==> config.mk <==
export PLATFORM = sky130hd
export DESIGN_NAME = rx_cmd_assembler
export DESIGN_NICKNAME = d
export VERILOG_FILES = /design/src/rtl/rx_cmd_assembler.sv
export SDC_FILE = /design/constraint.sdc
export NUM_CORES = 1
export LEC_CHECK = 0
export BUFFER_PORTS_ARGS = -buffer_cell sky130_fd_sc_hd__clkbuf_2
export CELL_PAD_IN_SITES_DETAIL_PLACEMENT = 0
export CELL_PAD_IN_SITES_GLOBAL_PLACEMENT = 1
export CORE_ASPECT_RATIO = 1.2
export CORE_MARGIN = 2
export CORE_UTILIZATION = 47
export DETAILED_ROUTE_END_ITERATION = 10
export MAX_ROUTING_LAYER = met4
export PLACE_DENSITY = 0.95
export SLEW_MARGIN = 20
export SYNTH_ARGS = -nofsm -noshare
export SYNTH_HDL_FRONTEND = slang
export SYNTH_SLANG_ARGS = --single-unit
==> constraint.sdc <==
create_clock -name i_clk -period 4.3 [get_ports i_clk]
set_clock_uncertainty 0.1 [all_clocks]
set_input_delay 0.86 -clock i_clk [delete_from_list [all_inputs] [get_ports i_clk]]
set_output_delay 0.86 -clock i_clk [all_outputs]
set_load 0.005 [all_outputs]
==> src/rtl/rx_cmd_assembler.sv <==
// rx_cmd_assembler: collects tagged UART frames into operand/opcode registers and
// issues the completed command to the ALU over a valid/ready handshake.
// Reports unknown tags, frames dropped while a command is pending, and stale
// partial commands discarded by the inter-frame timeout.
// Optional: define RX_CMD_ASSEMBLER_ERR_CNT_EN to add saturating error counters on o_err_cnt.
module rx_cmd_assembler #(
   parameter int unsigned DATA_W         = 8,
   parameter int unsigned TAG_W          = 2,
   parameter int unsigned NUM_OPERANDS   = 2,
   parameter int unsigned OPCODE_TAG     = 2,
   parameter int unsigned OP_W           = 6,
   parameter int unsigned TIMEOUT_CYCLES = 2000000
) (
   input  logic                           i_clk,
   input  logic                           i_reset,
   input  logic [DATA_W+TAG_W-1:0]        i_rx_data,
   input  logic                           i_rx_done,
   input  logic                           i_ready,
   output logic                           o_valid,
   output logic [NUM_OPERANDS*DATA_W-1:0] o_operands,
   output logic [OP_W-1:0]                o_opcode,
   output logic                           o_tag_err,
   output logic                           o_overrun,
   output logic                           o_timeout
`ifdef RX_CMD_ASSEMBLER_ERR_CNT_EN
   ,
   output logic [23:0]                    o_err_cnt
`endif
);

   localparam int unsigned FrameW = DATA_W + TAG_W;
   localparam int unsigned MaskW  = NUM_OPERANDS + 1;
   localparam int unsigned CntW   = (TIMEOUT_CYCLES > 1) ? $clog2(TIMEOUT_CYCLES) : 1;
   localparam logic [TAG_W-1:0] OpcTag  = TAG_W'(OPCODE_TAG);
   localparam logic [CntW-1:0]  CntLast = CntW'((TIMEOUT_CYCLES == 0) ? 0 : TIMEOUT_CYCLES - 1);

   typedef enum logic {StCollect, StIssue} state_e;

   state_e                           state_q, state_d;
   logic [NUM_OPERANDS*DATA_W-1:0]   operands_q, operands_d;
   logic [OP_W-1:0]                  opcode_q, opcode_d;
   logic [MaskW-1:0]                 mask_q, mask_d;
   logic [CntW-1:0]                  cnt_q, cnt_d;
   logic                             tag_err_q, tag_err_d;
   logic                             overrun_q, overrun_d;
   logic                             timeout_q, timeout_d;

   logic [TAG_W-1:0]  tag;
   logic [DATA_W-1:0] payload;
   logic              tag_hit;

   assign tag     = i_rx_data[FrameW-1:DATA_W];
   assign payload = i_rx_data[DATA_W-1:0];

   // Next-state: frame decode, completion, handshake, overrun and timeout.
   always_comb begin
      state_d    = state_q;
      operands_d = operands_q;
      opcode_d   = opcode_q;
      mask_d     = mask_q;
      cnt_d      = cnt_q;
      tag_err_d  = 1'b0;
      overrun_d  = 1'b0;
      timeout_d  = 1'b0;
      tag_hit    = 1'b0;
      unique case (state_q)
         StCollect: begin
            if (i_rx_done) begin
               // A received frame always beats a coincident terminal count.
               cnt_d = '0;
               for (int unsigned k = 0; k < NUM_OPERANDS; k++) begin
                  if (tag == TAG_W'(k)) begin
                     operands_d[k*DATA_W +: DATA_W] = payload;
                     mask_d[k]                      = 1'b1;
                     tag_hit                        = 1'b1;
                  end
               end
               if (!tag_hit) begin
                  if (tag == OpcTag) begin
                     opcode_d             = payload[OP_W-1:0];
                     mask_d[NUM_OPERANDS] = 1'b1;
                  end else begin
                     tag_err_d = 1'b1;
                  end
               end
               if (&mask_d) begin
                  state_d = StIssue;
               end
            end else if ((TIMEOUT_CYCLES != 0) && (mask_q != '0)) begin
               if (cnt_q == CntLast) begin
                  mask_d    = '0;
                  cnt_d     = '0;
                  timeout_d = 1'b1;
               end else begin
                  cnt_d = cnt_q + 1'b1;
               end
            end
         end
         StIssue: begin
            // Frames arriving while a command is pending are dropped.
            if (i_rx_done) begin
               overrun_d = 1'b1;
            end
            if (i_ready) begin
               state_d = StCollect;
               mask_d  = '0;
            end
         end
         default: state_d = StCollect;
      endcase
   end

   // State and datapath registers.
   always_ff @(posedge i_clk or negedge i_reset) begin
      if (!i_reset) begin
         state_q    <= StCollect;
         operands_q <= '0;
         opcode_q   <= '0;
         mask_q     <= '0;
         cnt_q      <= '0;
         tag_err_q  <= 1'b0;
         overrun_q  <= 1'b0;
         timeout_q  <= 1'b0;
      end else begin
         state_q    <= state_d;
         operands_q <= operands_d;
         opcode_q   <= opcode_d;
         mask_q     <= mask_d;
         cnt_q      <= cnt_d;
         tag_err_q  <= tag_err_d;
         overrun_q  <= overrun_d;
         timeout_q  <= timeout_d;
      end
   end

   assign o_valid    = (state_q == StIssue);
   assign o_operands = operands_q;
   assign o_opcode   = opcode_q;
   assign o_tag_err  = tag_err_q;
   assign o_overrun  = overrun_q;
   assign o_timeout  = timeout_q;

`ifdef RX_CMD_ASSEMBLER_ERR_CNT_EN
   logic [7:0] tag_err_cnt_q, overrun_cnt_q, timeout_cnt_q;

   // Saturating per-event error counters, stepped by the registered pulses.
   always_ff @(posedge i_clk or negedge i_reset) begin
      if (!i_reset) begin
         tag_err_cnt_q <= '0;
         overrun_cnt_q <= '0;
         timeout_cnt_q <= '0;
      end else begin
         if (tag_err_q && (tag_err_cnt_q != 8'hFF)) tag_err_cnt_q <= tag_err_cnt_q + 8'd1;
         if (overrun_q && (overrun_cnt_q != 8'hFF)) overrun_cnt_q <= overrun_cnt_q + 8'd1;
         if (timeout_q && (timeout_cnt_q != 8'hFF)) timeout_cnt_q <= timeout_cnt_q + 8'd1;
      end
   end

   assign o_err_cnt = {timeout_cnt_q, overrun_cnt_q, tag_err_cnt_q};
`endif

endmodule

==> results.toml <==
[power_and_ir_drop]
pwr-share-seq = 0.446
p_per_area_nw_per_um2 = 566.2
swShare = 0.3008
power.net_switching_mw = 0.4574
p_clk_frac = 0.267
comb_power_share = 0.288
p_leak_nw = 1.215
ir_drop_v = 0.0003476
p_int_mw = 1.064
finalPower_mw = 1.521

[clocking]
clk_path_buf_depth = 2
cts_root_buf = "clkbuf_8"
cts_sinks = 50
cts_inserted_buffers = 5
cts_hold_buf = 0
cts_resized = 0
htree_levels = 2
cts_setup_buffers = 0
clock_latency_ns = 0.30
path_clk_slew_ns = 0.09
cts_tree = "built"

[worst_setup_path]
r2r-start = "cnt_q[13]"
worst_path_largest_cell_delay_ns = 0.53
r2r_setup_slack_ns = 1.89
crit_chain = "or4_1 -> or4_4 -> o21ba_4 -> and3_1 -> a221o_1"
worstPathArrival_ns = 2.50
critPathMaxFanout = 31
startpoint_type = "flip-flop"
r2r_cells = 5
crit_type = "flip-flop to flip-flop"
crit_family = "simple AND/OR/NAND/NOR gates"
crit_required_ns = 4.39
crit_path_start = "cnt_q[13]"
cpMaxStageDelayCell = "or4_1"
cp-end-kind = "flip-flop"
path_buf_inv = 0
cp.depth = 5
rr_endpoint = "cnt_q[14]"
crit_end = "cnt_q[14]"

[final_layout]
stdcell_count = 305
n_antenna_cell = 0
fillers = 410
num-nets-final = 261
final_layout_size_suffix_gt1_frac = 0.3239
areaGrowthSynthToFinish_pct = 16.88

[sta]
holdWs_ns = 0.3293
max_freq_mhz = 414.2
final.setup.tns_ns = 0
worstMarginPinSlew_ns = 0.8975
grt_setup_unrepaired = "no"
final.setup.worst_slack_ns = 1.886
slew_headroom = 0.4004
setup_viol = 0
fin_crit_sh = 0.5615
layout_min_cycle_time_ns = 2.414
hold_viol = 0
slew_violations = 0

[logic_synthesis]
async_flop_share = 1.000
netlist_top_cells_count = "50 x dfrtp_1, 24 x mux2_2, 17 x nand2_1, 16 x a21oi_1, 14 x nor2_1"
synthXorXnorAreaFrac = 0.007621
yosysSeqAreaShare = 0.5444
yosys.area_share.simple = 0.1660
synth_edf_count = 0
yosysTopAreaCellShare = 0.5444
synth_area_um2 = 2298
synthMuxAreaShare = 0.1350
syn_inst = 203
synth_nets = 218
synth_area_leaders = "dfrtp_1 54%, mux2_2 12%, a21oi_1 3.5%, nand2_1 2.8%, nor2_1 2.3%"
yosysMostFrequentCell = "dfrtp_1"
ys_warn_count = 0
postSynthAreaPerCell_um2 = 11.32
synth_top_area_cell = "dfrtp_1"
synth_compound_area_frac = 0.1121
ys_seq_elements = 50
synth_top_family_by_area = "simple AND/OR/NAND/NOR gates"
ys_types = 42
synthAdderAreaFrac = 0.005444
ys.flop_type = "dfrtp_1"

[placed_design]
dpl.hpwl_um = 3257
globalplace.congestion = 0.7837
port_buffers = 39
post-place-ws_ns = 1.760
dp.cells = 297

[grt]
grt_pass1_vias = 1652
grt_max_degree = 40
antenna_found_initial = 0
track_usage = 0.1868
grt_pass1_wl_um = 7569
gr-total-overflow = 0

[status]
outcome = "finished, final reports clean"

[die]
start_util = 0.4930
ios = 40
design.core.area_um2 = 4662
num_rows = 27
die-area_um2 = 5468
die_y_um = 80.61
die_w_um = 67.84

[route]
drt_iter0_drc = 69
routed-wl-met3_um = 223
dr.max_layer_used = "met4"
m1WireLength_um = 1999
drc = 0
drt_wl_total_um = 4506
ant_nets = 0
wl_per_cell_um = 14.77
via_count = 1718
viasPerCell = 5.633
first_pass_iters = 4
routed-wl-met2_um = 2239

[min_path]
worstHoldPathType = "input pin to async pin"

[job]
maxCapViolCount = 0
power groups by stage:
stage | Clock [mW] | Sequential [mW] | Combinational, mW
2_1_floorplan | 0 | 0.686 | 0.280
3_3_place_gp | 0 | 0.682 | 0.431
3_5_place_dp | 0 | 0.688 | 0.444
4_1_cts | 0.416 | 0.679 | 0.446
5_1_grt | 0.432 | 0.695 | 0.492
6_report | 0.406 | 0.678 | 0.438
per-layer routing:
layer,vias to the layer above,track usage
met5,-,-
met1,847,0.2328
met3,5,0.06022
met2,36,0.2971
met4,0,0.04200
li1,830,-
sequential cells by signal, summed over array words and instances, names as in the netlist:
| name | flops |
|---|---|
| o_timeout | 1 |
| cnt_q | 21 |
| o_valid | 1 |
| o_tag_err | 1 |
| o_overrun | 1 |
| o_operands | 16 |
| mask_q | 3 |
| o_opcode | 6 |
worst min path at each step:
stage | from | to | slack (ns) | depth (start not counted)
after floorplan | cnt_q[19] | cnt_q[19] | 0.35 | 1
after global placement | cnt_q[19] | cnt_q[19] | 0.37 | 1
after detailed placement | cnt_q[19] | cnt_q[19] | 0.38 | 1
after CTS | i_reset | cnt_q[10] | 0.33 | 1
after global routing | i_reset | cnt_q[10] | 0.34 | 1
final | i_reset | cnt_q[10] | 0.33 | 1
cell usage in the layout, fill, tap and decap left out, drive strengths merged, types with 2 or more instances in the layout:
cell      n
a21o      2
a21oi    16
a31oi     8
a41oi     2
and2      3
and3      3
and4      2
buf       3
bufinv    2
clkbuf   45
dfrtp    50
inv       6
mux2     24
mux2i     4
nand2    17
nand3     5
nand4     6
nand4bb   2
nor2     15
nor3      3
nor3b     3
nor4      2
o21ai     6
or3       2
or4       2
xor2      2
through the flow:
step	area (um2)	util
after floorplan	2298	-
after global placement	2544	0.5456
after detailed placement	2544	0.5456
after CTS	2686	0.5762
after global routing	2686	0.5762
final	2686	0.5762
cell type report:
class,instances,area [um2],area share
inverters,6,22.52,0.008384
well taps,58,72.57,0.02701
repair buffers,42,217.7,0.08104
flip-flops and latches,50,1251,0.4658
clock inverters,2,60.06,0.02236
clock buffers,6,82.58,0.03074
multi-input cells,141,979.7,0.3647
cell families after synthesis:
logic type / after synthesis
buffers and inverters: 12
flip-flops: 50
AND/OR/NAND/NOR: 69
AO/OA/AOI/OAI: 41
XOR/XNOR: 2
multiplexers: 28
adder cells (fa/ha/maj): 1
Note: power is estimated with default switching activity, not from simulation.
